File: config.mk
export PLATFORM = sky130hd
export DESIGN_NAME = mem_arbiter
export DESIGN_NICKNAME = d
export VERILOG_FILES = /design/src/rtl/mem_arbiter.sv
export SDC_FILE = /design/constraint.sdc
export NUM_CORES = 1
export LEC_CHECK = 0
export BUFFER_PORTS_ARGS = -buffer_cell sky130_fd_sc_hd__buf_2
export CAP_MARGIN = 10
export CORE_UTILIZATION = 51
export CTS_CLUSTER_DIAMETER = 60
export DETAILED_ROUTE_END_ITERATION = 6
export GPL_ROUTABILITY_DRIVEN = 0
export HOLD_SLACK_MARGIN = 0.06
export PLACE_DENSITY = 0.86
export SYNTH_ARGS = -nofsm -noshare
export SYNTH_HDL_FRONTEND = slang
export SYNTH_SLANG_ARGS = --single-unit
File: constraint.sdc
create_clock -name clk -period 5.6 [get_ports clk]
set_input_delay 0.84 -clock clk [delete_from_list [all_inputs] [get_ports clk]]
set_output_delay 0.84 -clock clk [all_outputs]
set_load 0.005 [all_outputs]
File: src/rtl/mem_arbiter.sv
// ============================================================================
// Module   : mem_arbiter
// Brief    : Round-robin fetch/data arbiter onto a single-port memory bus
//            with wait-state tracking and hung-bus timeout.
// Revision : 1.0 - initial release
// ============================================================================
`default_nettype none

module mem_arbiter #(
  parameter int ADDR_W   = 32,
  parameter int DATA_W   = 32,
  parameter int MAX_WAIT = 255
) (
  input  logic              clk,
  input  logic              nrst,
  input  logic              i_req,
  input  logic [ADDR_W-1:0] i_addr,
  input  logic              d_read,
  input  logic              d_write,
  input  logic [ADDR_W-1:0] d_addr,
  input  logic [DATA_W-1:0] d_wdata,
  input  logic [3:0]        d_be,
  output logic              i_ready,
  output logic [DATA_W-1:0] instr,
  output logic              d_ready,
  output logic [DATA_W-1:0] d_rdata,
  output logic              err,
  output logic              bus_read,
  output logic              bus_write,
  output logic [ADDR_W-1:0] bus_addr,
  output logic [DATA_W-1:0] bus_wdata,
  output logic [3:0]        bus_be,
  input  logic [DATA_W-1:0] bus_rdata,
  input  logic              bus_busy
);

  localparam int c_cnt_w = (MAX_WAIT < 2) ? 1 : $clog2(MAX_WAIT + 1);
  localparam logic [c_cnt_w-1:0] c_last_wait = c_cnt_w'(MAX_WAIT - 1);

  typedef enum logic [1:0] {
    S_IDLE  = 2'd0,
    S_FETCH = 2'd1,
    S_DATA  = 2'd2,
    S_RESP  = 2'd3
  } state_t;

  state_t              r_state;
  state_t              w_next_state;
  logic                r_last_data;
  logic [c_cnt_w-1:0]  r_wait_cnt;
  logic [ADDR_W-1:0]   r_addr;
  logic [DATA_W-1:0]   r_wdata;
  logic [3:0]          r_be;
  logic                r_write;
  logic                r_src_data;
  logic                r_err;

  logic w_d_req;
  logic w_bus_phase;
  logic w_timeout;
  logic w_grant;
  logic w_grant_data;
  logic w_done;
  logic w_abort;

  assign w_d_req     = d_read | d_write;
  assign w_bus_phase = (r_state == S_FETCH) || (r_state == S_DATA);
  // Abort fires on the busy edge that would bring the count up to MAX_WAIT
  assign w_timeout   = (MAX_WAIT != 0) && (r_wait_cnt == c_last_wait);

  always_ff @(posedge clk or negedge nrst) begin
    if (!nrst) r_state <= S_IDLE;
    else       r_state <= w_next_state;
  end

  always_comb begin
    w_next_state = r_state;
    w_grant      = 1'b0;
    w_grant_data = 1'b0;
    w_done       = 1'b0;
    w_abort      = 1'b0;
    case (r_state)
      S_IDLE: begin
        if (i_req || w_d_req) begin
          w_grant      = 1'b1;
          w_grant_data = w_d_req && (!i_req || !r_last_data);
          w_next_state = w_grant_data ? S_DATA : S_FETCH;
        end
      end
      S_FETCH, S_DATA: begin
        if (!bus_busy) begin
          w_done       = 1'b1;
          w_next_state = S_RESP;
        end else if (w_timeout) begin
          w_abort      = 1'b1;
          w_next_state = S_RESP;
        end
      end
      S_RESP:  w_next_state = S_IDLE;
      default: w_next_state = S_IDLE;
    endcase
  end

  always_ff @(posedge clk or negedge nrst) begin
    if (!nrst) begin
      r_last_data <= 1'b1;
      r_wait_cnt  <= '0;
      r_addr      <= '0;
      r_wdata     <= '0;
      r_be        <= '0;
      r_write     <= 1'b0;
      r_src_data  <= 1'b0;
      r_err       <= 1'b0;
      instr       <= '0;
      d_rdata     <= '0;
    end else begin
      if (w_grant) begin
        r_src_data <= w_grant_data;
        r_write    <= w_grant_data && d_write;
        r_addr     <= w_grant_data ? d_addr : i_addr;
        r_wdata    <= d_wdata;
        r_be       <= (w_grant_data && d_write) ? d_be : 4'hF;
      end
      if (w_bus_phase) begin
        if (w_done || w_abort) begin
          r_wait_cnt  <= '0;
          r_last_data <= r_src_data;
          r_err       <= w_abort;
        end else if (r_wait_cnt != '1) begin
          r_wait_cnt <= r_wait_cnt + c_cnt_w'(1);
        end
        if (w_done && !r_write) begin
          if (r_src_data) d_rdata <= bus_rdata;
          else            instr   <= bus_rdata;
        end
      end
    end
  end

  assign bus_read  = w_bus_phase && !r_write;
  assign bus_write = w_bus_phase && r_write;
  assign bus_addr  = r_addr;
  assign bus_wdata = r_wdata;
  assign bus_be    = r_be;
  assign i_ready   = (r_state == S_RESP) && !r_src_data;
  assign d_ready   = (r_state == S_RESP) && r_src_data;
  assign err       = (r_state == S_RESP) && r_err;

endmodule

`default_nettype wire

-- After elaboration in Yosys (flattened, before gate mapping)
Index checks and enable logic that the tools add are counted.
- register bits: 146
- bits of input ports: 138
- word-level logic and storage cells: 63
- $add $sub $neg: 1
- eq/ne operators: 7
- muxes and demuxes: 18
- bitwise logic cells: 2
- reductions and logical operators: 24
- operators by type and width (operator ; number):
    32-bit 2-to-1 mux ; 1
    8-bit 2-to-1 mux ; 2
    1-bit 2-to-1 mux ; 9
    8-bit by 1-bit adder with 8-bit output, second input constant ; 1
    8-bit equality test, second input constant ; 1
    1-bit logical AND ; 8
    2-bit 2-to-1 mux ; 4
    8-bit != test, second input constant ; 1
    2-bit case mux with 3 select lines ; 1
    2-bit AND reduction ; 3
    3-bit AND reduction ; 2
    2-bit equality test, second input constant ; 2
    1-bit zero test ; 4
    1-bit logical OR ; 4
    4-bit 2-to-1 mux ; 1
    3-bit != test, second input constant ; 1
    2-bit by 1-bit equality test with 1-bit output, second input constant ; 1
    2-bit zero test ; 1
    2-bit != test, second input constant ; 1
    2-bit nonzero test ; 1
    2-bit OR reduction ; 1
    1-bit NOT ; 1
    1-bit OR ; 1

-- Longest topological paths before layout
- depth in word-level cells: 7
- depth in mapped cells: 8
- gate-level depth less buffers: 6

-- Least setup slack after synthesis
No wires, ideal clock.
- path type: flip-flop to output port
- start: reg r_state[0]
- end: out bus_write
- arrival: 1192 ps
- required time: 4760 ps
- slack: 3568 ps
- cell stages (with the launch flop): 5
- buffers on the path: 1
- cells stage by stage: dfrtp_1 > inv_1 > ha_1 > clkbuf_1 > and2_1
- cells in the longest elaborated chain, start to end: 3
- elaborated cells between the ends (all ways): 4
- RTL lines (what ; line ; RTL):
    start, declared ; 47 ; state_t r_state;
    start signal, assigned ; 73 ; else r_state <= w_next_state;
    2-bit by 1-bit equality test with 1-bit output or 2-bit equality test (tied branches) ; 67 ; assign w_bus_phase = (r_state == S_FETCH) || (r_state == S_DATA);
    1-bit logical OR (*) ; 67 ;
    1-bit logical AND (*) ; 141 ; assign bus_write = w_bus_phase && r_write;
    end, declared ; 29 ; output logic bus_write,
Every way passes the cells marked *; elsewhere a longest branch is shown, timed or not.

-- Worst setup path after layout
- start: reg r_state[0]
- end: out bus_read
- cells in the longest elaborated chain, start to end: 3
- elaborated cells between the ends (all ways): 4
- RTL lines (what ; line ; RTL):
    2-bit by 1-bit equality test with 1-bit output or 2-bit equality test (tied branches) ; 67 ;
    1-bit logical OR (*) ; 67 ;
    1-bit logical AND (*) ; 140 ; assign bus_read = w_bus_phase && !r_write;
    end, declared ; 28 ; output logic bus_read,
Marks and branches as above.

==> run summary <==
## Route
* **total via count in the routed design** 4818
* **initial detailed-routing violation count** 264
* **DRC viols** 0
* **Avg WL per Cell** 15.96 um
* **mean number of vias per cell** 5.120
* **DR pass1 iterations** 4
* **antenna violation net count after detailed routing** 0
* **Routed Wire Length** 15010 um

## STA
* **Final Slew Violations** 0
* **Fin. Hold Viols** 0
* **actual transition at the worst max-transition pin** 843.7 ps
* **final cycle utilization of the critical path** 0.4652
* **final hold slack** 441.2 ps
* **# setup viols final** 0
* **maximum operating frequency** 383.8 MHz
* **setup skew after layout** 9.414 ps
* **setup repair after global routing missed its margin** no
* **worst-case headroom to the max-slew limit** 0.4375
* **final total negative setup slack** 0 ps
* **shortest clock period the worst path allows after layout** 2605 ps

## Synth
* **FFs w/ async S/R, synth** 1.000
* **Post-Syn Nets** 658
* **number of synthesized flops with an enable pin** 0
* **count of mapped cells out of synthesis** 515
* **count of different cell masters after synthesis** 42
* **synthesized cell area** 6045 um2
* **mean post-synth cell area** 11.74 um2
* **number of warning messages in the yosys log** 0
* **commonest register cell after synthesis** dfrtp_1
* **synthesis-stage register bit count** 146
* **sequential share of the synthesized area** 0.6046

## Clock tree
* **root buffer selected by CTS** clkbuf_16
* **Skew-Pair Late Insertion Delay** 400 ps
* **Post-CTS Setup Inserts** 0
* **clock transition time at the flip-flop clock pins of the worst setup and hold paths** 60 ps
* **TritonCTS Buffers** 17
* **# H-tree levels** 4
* **CTS tree** yes
* **clock sink total** 146
* **Bufs on Longest Clock Path** 2
* **hold buffer count at CTS** 0
* **Gates resized, CTS repair** 0

## Critical path
* **crit end category** primary output
* **required arrival time at the worst endpoint** 4760 ps
* **largest fanout of any net on the critical path** 15
* **Critical Path AT** 1770 ps
* **start-to-end type of the worst setup path** register to primary output
* **startpoint type of the worst setup path** register

## Die
* **I/O pin total** 275
* **horizontal extent of the die** 110.9 um
* **area of the die** 12290 um2
* **CORE AREA** 11470 um2
* **cell row count** 39
* **effective utilization at floorplan** 0.5271
* **chip height** 110.9 um

## GRT
* **GRT overflow** 0
* **wire length of the first global-routing pass** 24860 um
* **global router's overall resource usage** 0.2571
* **antenna violations before repair** 1
* **vias in the first global route** 5022
* **maximum number of pins on one net before global-route repair** 99

## Run status
* **outcome** finished clean

## Pwr
* **largest voltage drop on the vdd net** 0.3385 mV
* **final total power** 4686 uW
* **power per cell area** 576.1 nW/um2
* **leakage component of the power** 0.004313 uW

## Placement
* **Cell Area, Placed** 7521 um2
* **half-perimeter wire length after placement** 11090 um
* **placed instance count** 908
* **input/output buffers** 274

## Layout
* **Final Instance Count excl. Fillers** 941
* **highest-count cells in the layout ignoring fill and taps** 273 x buf_2, 145 x dfrtp_1, 137 x nand2_1
* **final non-filler cell area** 8135 um2
* **nets** 927
* **fraction of final layout cells sized beyond drive strength 1** 0.4793
* **layout filler cell count** 824
* **most common cell after layout, fill and taps aside** buf_2
* **area growth from synthesis to layout** 34.59%

## Worst hold path
* **HP Class** input pin to asynchronous set/reset pin

## Run
* **Max-Cap Viols** 0

through the flow:
stage	setup slack, ps	util
6_report	2995	0.7094
5_1_grt	2841	0.7094
4_1_cts	2982	0.7092
3_5_place_dp	3034	0.6559
3_3_place_gp	3165	0.6559
2_1_floorplan	3568	-
cell type report:
type | instances | area, um2 | area share
diodes | 1 | 2.502 | 0.0003076
clock buffers | 20 | 466.7 | 0.05737
clock inverters | 12 | 145.1 | 0.01784
inverters | 5 | 18.77 | 0.002307
multi-input cells | 334 | 2246 | 0.2761
flip-flops and latches | 146 | 3655 | 0.4492
well taps | 143 | 178.9 | 0.02199
repair buffers | 280 | 1423 | 0.1749
Yosys cell counts (2+ instances only):
cell type / number / area share
mux2i_1: 35 / 0.058
buf_4: 6 / 0.0075
buf_2: 9 / 0.0075
nand2_1: 137 / 0.085
mux2_1: 3 / 0.0056
ha_1: 5 / 0.010
a21oi_1: 7 / 0.0058
o21ai_0: 37 / 0.031
inv_1: 5 / 0.0031
nor2_1: 4 / 0.0025
and3_1: 3 / 0.0031
mux2_2: 63 / 0.12
nor2b_1: 2 / 0.0021
o21bai_1: 2 / 0.0025
a31oi_1: 2 / 0.0021
o22a_1: 4 / 0.0058
nand2b_1: 2 / 0.0021
and2_1: 3 / 0.0031
o211ai_1: 2 / 0.0025
nand3_1: 5 / 0.0041
dfrtp_1: 145 / 0.60
clkbuf_1: 14 / 0.0087
power breakdown:
group | internal [uW] | total, uW | switching [uW]
registers | 1570 | 1850 | 282
logic | 861 | 1700 | 835
clock network | 701 | 1140 | 443
state kept, by name, summed over array words and instances (netlist names):
signal / count
bus_be: 4
bus_wdata: 32
d_rdata: 32
r_state: 2
r_write: 1
r_wait_cnt: 8
instr: 32
r_src_data: 1
r_last_data: 1
r_err: 1
bus_addr: 32
final timing paths:
kind	to	depth (start not counted)	from	slack, ps
worst max register to register	instr[17]	6	r_state[0]	3250
worst min register to register	bus_addr[4]	2	bus_addr[4]	470
min in group clk	bus_addr[4]	2	bus_addr[4]	470
max in group asynchronous	bus_wdata[9]	2	nrst	3840
worst max-delay path	bus_read	4	r_state[0]	2990
worst min-delay path	bus_addr[1]	1	nrst	440
layer usage:
layer,GRT usage,vias up,part of all wire
li1,-,2281,-
met1,0.3034,2310,0.40
met2,0.4476,208,0.51
met3,0.07545,19,0.074
met4,0.08711,0,0.020
met5,0,-,0
logic make-up (layout without fill, tap and decap cells):
kind of cell,Yosys count,in the layout,share of synthesized area
other,0,1,0
adder cells (fa/ha/maj),5,5,0.01035
XOR/XNOR,1,1,0.001449
AO/OA/AOI/OAI,62,62,0.06065
multiplexers,101,101,0.1809
buffers and inverters,35,317,0.02753
flip-flops,146,146,0.6046
AND/OR/NAND/NOR,165,165,0.1145
worst max-delay path, cell delays in order (launching register included):
cell and delay [ps]:
dfrtp_1 370, inv_1 80, ha_1 570, and2b_1 220, buf_2 120
Note: power is estimated with default switching activity, not from simulation.
